===== config.mk =====
export PLATFORM = sky130hd
export DESIGN_NAME = apb_block_fifo
export DESIGN_NICKNAME = d
export VERILOG_FILES = /design/src/rtl/aes_fifo_pkg.sv /design/src/rtl/fifo_word_packer.sv /design/src/rtl/apb_block_fifo.sv
export SDC_FILE = /design/constraint.sdc
export NUM_CORES = 1
export LEC_CHECK = 0
export BUFFER_PORTS_ARGS = -buffer_cell sky130_fd_sc_hd__clkbuf_2
export CORE_MARGIN = 2
export CORE_UTILIZATION = 55
export CTS_BUF_LIST = sky130_fd_sc_hd__clkbuf_2
export CTS_CLUSTER_SIZE = 30
export DETAILED_ROUTE_END_ITERATION = 10
export PLACE_DENSITY_LB_ADDON = 0.2
export SYNTH_ARGS = -nofsm -noshare
export SYNTH_HDL_FRONTEND = slang
export SYNTH_SLANG_ARGS = --single-unit

===== constraint.sdc =====
create_clock -name clk -period 4.3 [get_ports clk]
set_input_delay 0.86 -clock clk [delete_from_list [all_inputs] [get_ports clk]]
set_output_delay 0.86 -clock clk [all_outputs]
set_load 0.1 [all_outputs]

===== src/rtl/aes_fifo_pkg.sv =====
// Widths shared by the AES input/output FIFOs and the AES-128 core.
// Also holds the pointer-advance helper for non-power-of-2 slot counts.
package aes_fifo_pkg;

  localparam int WORD_W = 32;
  localparam int WORDS  = 4;
  localparam int BLK_W  = WORD_W * WORDS;

  typedef logic [BLK_W-1:0] block_t;

  // Explicit wrap so DEPTH need not be a power of two.
  function automatic int wrap_inc(input int ptr, input int depth);
    return (ptr == depth - 1) ? 0 : ptr + 1;
  endfunction

endpackage


===== src/rtl/fifo_word_packer.sv =====
// Collects bus words into one block; the first word ends up in the top slice.
// The completing word is accepted only when the block store has room.
module fifo_word_packer #(
  parameter int WORD_W = aes_fifo_pkg::WORD_W,
  parameter int WORDS  = aes_fifo_pkg::WORDS,
  parameter int BLK_W  = WORD_W * WORDS,
  parameter int WC_W   = (WORDS > 1) ? $clog2(WORDS) : 1
) (
  input  logic              clk,
  input  logic              rst,
  input  logic              flush,
  input  logic              wr_en,
  input  logic [WORD_W-1:0] wr_data,
  input  logic              blk_space,
  output logic              wr_accept,
  output logic [WC_W-1:0]   word_count,
  output logic              blk_valid,
  output logic [BLK_W-1:0]  blk_data
);

  localparam int ASM_W = (WORDS > 1) ? (WORDS - 1) * WORD_W : WORD_W;

  logic [ASM_W-1:0] asm_q, asm_d;
  logic [ASM_W-1:0] asm_shift;
  logic [WC_W-1:0]  word_count_q, word_count_d;
  logic             last_word;

  generate
    if (WORDS == 1) begin : g_single
      assign blk_data  = wr_data;
      assign asm_shift = asm_q;
    end else if (WORDS == 2) begin : g_pair
      assign blk_data  = {asm_q, wr_data};
      assign asm_shift = wr_data;
    end else begin : g_multi
      assign blk_data  = {asm_q, wr_data};
      assign asm_shift = {asm_q[ASM_W-WORD_W-1:0], wr_data};
    end
  endgenerate

  always_comb begin
    last_word    = (word_count_q == WC_W'(WORDS - 1));
    wr_accept    = wr_en & (~last_word | blk_space);
    blk_valid    = wr_accept & last_word & ~flush;
    asm_d        = asm_q;
    word_count_d = word_count_q;
    if (flush) begin
      asm_d        = '0;
      word_count_d = '0;
    end else if (wr_accept) begin
      if (last_word) begin
        word_count_d = '0;
      end else begin
        asm_d        = asm_shift;
        word_count_d = word_count_q + 1'b1;
      end
    end
  end

  always_ff @(posedge clk) begin
    if (rst) begin
      asm_q        <= '0;
      word_count_q <= '0;
    end else begin
      asm_q        <= asm_d;
      word_count_q <= word_count_d;
    end
  end

  assign word_count = word_count_q;

endmodule


===== src/rtl/apb_block_fifo.sv =====
// APB-side input buffer for the AES core: packs words into blocks and queues
// up to DEPTH complete blocks with show-ahead output and error pulses.
module apb_block_fifo #(
  parameter int WORD_W = aes_fifo_pkg::WORD_W,
  parameter int WORDS  = aes_fifo_pkg::WORDS,
  parameter int DEPTH  = 4,
  parameter int BLK_W  = WORD_W * WORDS,
  parameter int BC_W   = $clog2(DEPTH + 1),
  parameter int WC_W   = (WORDS > 1) ? $clog2(WORDS) : 1
) (
  input  logic              clk,
  input  logic              rst,
  input  logic              flush,
  input  logic              wr_en,
  input  logic [WORD_W-1:0] wr_data,
  input  logic              rd_en,
  output logic [BLK_W-1:0]  rd_data,
  output logic              fifo_empty,
  output logic              fifo_full,
  output logic [BC_W-1:0]   blk_count,
  output logic [WC_W-1:0]   word_count,
  output logic              overflow,
  output logic              underflow
);

  localparam int PTR_W = (DEPTH > 1) ? $clog2(DEPTH) : 1;

  logic [BLK_W-1:0] slot_q [DEPTH];
  logic [BLK_W-1:0] slot_d [DEPTH];
  logic [PTR_W-1:0] rd_ptr_q, rd_ptr_d;
  logic [PTR_W-1:0] wr_ptr_q, wr_ptr_d;
  logic [BC_W-1:0]  blk_count_q, blk_count_d;
  logic             fifo_empty_q, fifo_empty_d;
  logic             fifo_full_q, fifo_full_d;
  logic             overflow_q, overflow_d;
  logic             underflow_q, underflow_d;

  logic             rd_accept;
  logic             blk_space;
  logic             wr_accept;
  logic             blk_valid;
  logic [BLK_W-1:0] blk_data;

  fifo_word_packer #(
    .WORD_W (WORD_W),
    .WORDS  (WORDS),
    .BLK_W  (BLK_W),
    .WC_W   (WC_W)
  ) u_packer (
    .clk        (clk),
    .rst        (rst),
    .flush      (flush),
    .wr_en      (wr_en),
    .wr_data    (wr_data),
    .blk_space  (blk_space),
    .wr_accept  (wr_accept),
    .word_count (word_count),
    .blk_valid  (blk_valid),
    .blk_data   (blk_data)
  );

  always_comb begin
    rd_accept   = rd_en & ~fifo_empty_q;
    // A completing word may use the slot freed by this cycle's pop.
    blk_space   = ~fifo_full_q | rd_accept;
    slot_d      = slot_q;
    rd_ptr_d    = rd_ptr_q;
    wr_ptr_d    = wr_ptr_q;
    blk_count_d = blk_count_q;

    if (blk_valid) begin
      slot_d[wr_ptr_q] = blk_data;
      wr_ptr_d = PTR_W'(aes_fifo_pkg::wrap_inc(int'(wr_ptr_q), DEPTH));
    end
    if (rd_accept) begin
      rd_ptr_d = PTR_W'(aes_fifo_pkg::wrap_inc(int'(rd_ptr_q), DEPTH));
    end
    case ({blk_valid, rd_accept})
      2'b10:   blk_count_d = blk_count_q + 1'b1;
      2'b01:   blk_count_d = blk_count_q - 1'b1;
      default: blk_count_d = blk_count_q;
    endcase

    if (flush) begin
      for (int i = 0; i < DEPTH; i++) slot_d[i] = '0;
      rd_ptr_d    = '0;
      wr_ptr_d    = '0;
      blk_count_d = '0;
    end

    fifo_empty_d = (blk_count_d == '0);
    fifo_full_d  = (blk_count_d == BC_W'(DEPTH));
    overflow_d   = wr_en & ~wr_accept & ~flush;
    underflow_d  = rd_en & fifo_empty_q & ~flush;
  end

  always_ff @(posedge clk) begin
    if (rst) begin
      for (int i = 0; i < DEPTH; i++) slot_q[i] <= '0;
      rd_ptr_q     <= '0;
      wr_ptr_q     <= '0;
      blk_count_q  <= '0;
      fifo_empty_q <= 1'b1;
      fifo_full_q  <= 1'b0;
      overflow_q   <= 1'b0;
      underflow_q  <= 1'b0;
    end else begin
      for (int i = 0; i < DEPTH; i++) slot_q[i] <= slot_d[i];
      rd_ptr_q     <= rd_ptr_d;
      wr_ptr_q     <= wr_ptr_d;
      blk_count_q  <= blk_count_d;
      fifo_empty_q <= fifo_empty_d;
      fifo_full_q  <= fifo_full_d;
      overflow_q   <= overflow_d;
      underflow_q  <= underflow_d;
    end
  end

  always_comb begin
    rd_data = fifo_empty_q ? '0 : slot_q[rd_ptr_q];
  end

  assign fifo_empty = fifo_empty_q;
  assign fifo_full  = fifo_full_q;
  assign blk_count  = blk_count_q;
  assign overflow   = overflow_q;
  assign underflow  = underflow_q;

endmodule

==> metrics.log <==
INFO  metric slew_worst_pin = 0.991 ns
INFO  metric area.growth.synth_to_final = 10.6%
INFO  metric wire_per_inst = about 19 µm
INFO  metric ir_drop = 0.205 mV
INFO  metric worst-path-max-fanout = between 40 and 50
INFO  metric pwr_density = about 350 nW/µm²
INFO  metric final_common_cell = sky130_fd_sc_hd__dfxtp_1
INFO  metric synthesized_area_per_cell = 9.46 µm²
INFO  metric combined_global_route_utilization_of_all_metal_layers = between 20% and 30%
INFO  metric n_fill_cell = 3937
INFO  metric fp.coreArea = 45100 µm²
INFO  metric clock_sinks = 621
INFO  metric clk_pin_slew_worst_paths = 0.10 ns
INFO  metric cts_buffer_depth = 3
INFO  metric synth-async-reset-ratio = 0%
INFO  metric clockRootBuffer = sky130_fd_sc_hd__clkbuf_2
INFO  metric layout_worst_path_cycle_share = between 90% and 100%
INFO  metric endpoint_kind = output pin
INFO  metric detailed_placement_hpwl = 41.0 mm
INFO  metric synth.lib_cells_used.distinct = 36
INFO  metric total_negative_setup_slack = 0 ns
INFO  metric die_width = 217 µm
INFO  metric type_of_element_launching_the_critical_path = flop
INFO  metric dp_cells = 3200
INFO  metric antenna_violating_nets_post_route = 0
INFO  metric slew_headroom = 33.7%
INFO  metric final_cell_mix = 618 x sky130_fd_sc_hd__dfxtp_1, 473 x sky130_fd_sc_hd__nand3_1, 458 x sky130_fd_sc_hd__o21ai_0
INFO  metric setup.worst_path.class = flop to output pin
INFO  metric synth-edff-count = 0
INFO  metric drtIter0Drc = 1588
INFO  metric die_height = roughly 220 µm
INFO  metric timing.final.hold_violations = 0
INFO  metric clock_tree_from_tritoncts = built
INFO  metric std_cell_rows = a little under 80
INFO  metric via_count = approximately 20000
INFO  metric finalHoldWorstSlack = about 0.11 ns
INFO  metric initial_core_utilization = 55.4%
INFO  metric hold_path.class = input pin to flop
INFO  metric run_status = finished, final reports clean
INFO  metric synth_flop_cell = sky130_fd_sc_hd__dfxtp_1
INFO  metric drt_pass_1_iters = 5
INFO  metric power = 9730 µW
INFO  metric grt_pass1_vias = 19097
INFO  metric synth.yosys.warnings = 0
INFO  metric arrival_time_of_data_at_the_critical_path_endpoint = between 3 and 4 ns
INFO  metric final_cell_area = 27600 µm²
INFO  metric netlist_area = 25000 µm²
INFO  metric global_route.overflow_total = 0
INFO  metric synth-seq-cells = 621
INFO  metric finClkSkew = around 0.071 ns
INFO  metric finalCriticalPeriod = 4.09 ns
INFO  metric postSynthNetCount = 2685
INFO  metric finalNonFillerCells = 3484
INFO  metric io_pins = 174
INFO  metric report.final.slew_viol_count = 0
INFO  metric clk-insertion-delay-late = about 1.1 ns
INFO  metric tritoncts.num_buffers = 152
INFO  metric cellLeakagePower = 0.00942 µW
INFO  metric wirelength = 65.5 mm
INFO  metric place.port_buffers = 173
INFO  metric drv.max_cap_violation_count = 0
INFO  metric grt_start_max_net_pins = 133
INFO  metric clock.fmax = about 240 MHz
INFO  metric seq_area_frac_synth = 49.8%
INFO  metric fp.dieArea = 47100 µm²
INFO  metric finalSetupViolCount = 0
INFO  metric worst_endpoint_required_time = 3.44 ns
INFO  metric final_layout_size_suffix_gt1_share = a little under a quarter
INFO  metric grt_setup_unrepaired = no
INFO  metric cts.repair_timing.setup_buffer_count = 0
INFO  metric place.gp.congestion = 0.799
INFO  metric h_tree_levels = 4
INFO  metric drc_errors = 0
INFO  metric finalNetCount = 2834
INFO  metric vias_per_cell = 5.78
INFO  metric dpl-instance-area = 26000 µm²
INFO  metric grt_antenna_before_repair = 1
INFO  metric post_synth_inst_count = 2640
INFO  metric grt_first_pass_wirelength = between 100 and 150 mm
==> cell type report <==
cell class,count,area (µm²),share of cell area [%]
Tap cell,600,751,2.72
Clock inverter,31,171,0.621
Sequential cell,621,12400,45.1
Timing Repair Buffer,255,1830,6.62
Clock buffer,217,1090,3.93
Antenna cell,1,2.50,0.00906
Multi-Input combinational cell,1753,11300,41.0
Inverter,6,22.5,0.0816
==> repair_timing <==
action                     4_1_cts  5_1_grt
hold buffers                    34        0
setup endpoints to repair        0       28
resized for setup                0        1
hold endpoints to repair        41        0
==> Yosys cell counts, types with 2 or more instances <==
library cell	n	share of area, %
sky130_fd_sc_hd__a211oi_1	2	0.060
sky130_fd_sc_hd__a21oi_1	101	2.0
sky130_fd_sc_hd__and4b_1	4	0.16
sky130_fd_sc_hd__buf_1	21	0.32
sky130_fd_sc_hd__buf_12	4	0.32
sky130_fd_sc_hd__buf_2	90	1.8
sky130_fd_sc_hd__buf_4	20	0.60
sky130_fd_sc_hd__buf_6	2	0.090
sky130_fd_sc_hd__clkbuf_1	118	1.8
sky130_fd_sc_hd__clkbuf_2	4	0.080
sky130_fd_sc_hd__dfxtp_1	621	50
sky130_fd_sc_hd__ha_1	7	0.35
sky130_fd_sc_hd__inv_1	5	0.075
sky130_fd_sc_hd__mux2i_1	3	0.12
sky130_fd_sc_hd__mux4_2	128	12
sky130_fd_sc_hd__nand2_1	326	4.9
sky130_fd_sc_hd__nand2b_1	2	0.050
sky130_fd_sc_hd__nand3_1	473	9.5
sky130_fd_sc_hd__nand3_2	40	1.6
sky130_fd_sc_hd__nor2_1	8	0.12
sky130_fd_sc_hd__nor2b_1	130	3.3
sky130_fd_sc_hd__o21ai_0	458	9.2
sky130_fd_sc_hd__o21ai_1	19	0.38
sky130_fd_sc_hd__o21ai_2	42	1.5
==> routing by layer <==
metal  up-vias  track usage [%]  part of all wire (%)
met3       131             5.74                   6.1
li1       9706                -                     -
met2       626             43.0                    47
met4         0             13.4                   3.7
met5         -                0                     0
met1      9683             36.6                    43
==> logic make-up after synthesis <==
logic type	after synthesis	share of synthesized area, %
simple gates	990	19.8
compound gates	622	13.1
flops	621	49.8
buf+inv	266	5.14
mux	131	11.7
fa+ha+maj	8	0.431
xor+xnor	2	0.0702
==> worst paths after layout <==
check | slack [ns] | end | start | cells after the start
worst max register to register | 1.22 | fifo_full$_SDFF_PP0_ | u_packer.word_count[0]$_SDFFE_PP0P_ | 10
worst min register to register | 0.44 | u_packer.asm_q[78]$_SDFFE_PP0P_ | u_packer.asm_q[46]$_SDFFE_PP0P_ | 2
worst max-delay path | 0.21 | rd_data[107] | rd_ptr_q[0]$_SDFFE_PP0P_ | 5
worst min-delay path | 0.11 | overflow$_SDFF_PP0_ | wr_en | 3
==> metrics by stage <==
step | utilization, % | worst slack (ns)
final | 61.2 | 0.207
after global routing | 61.2 | 0.00882
after CTS | 61.2 | 0.0186
after detailed placement | 57.6 | 1.04
after global placement | 57.6 | 1.07
after floorplan | - | 0.868
==> sequential cells by signal, summed over array words and instances, names as in the netlist <==
signal / cells
u_packer.word_count: 2
overflow: 1
slot_q: 512
underflow: 1
blk_count: 3
fifo_empty: 1
rd_ptr_q: 2
u_packer.asm_q: 96
fifo_full: 1
wr_ptr_q: 2
==> worst max-delay path: stages (launching register included) <==
cell and delay [ns]:
sky130_fd_sc_hd__dfxtp_4 0.50, sky130_fd_sc_hd__buf_12 0.33, sky130_fd_sc_hd__buf_4 0.33, sky130_fd_sc_hd__mux4_2 0.39
sky130_fd_sc_hd__nor2b_1 0.16, sky130_fd_sc_hd__clkbuf_2 0.40
==> report_power, final <==
part           switching (µW)  internal, µW
Sequential               14.1          5760
Combinational             217          69.5
Clock                    2230          1450
No activity file was read; power rests on OpenSTA's default activity.
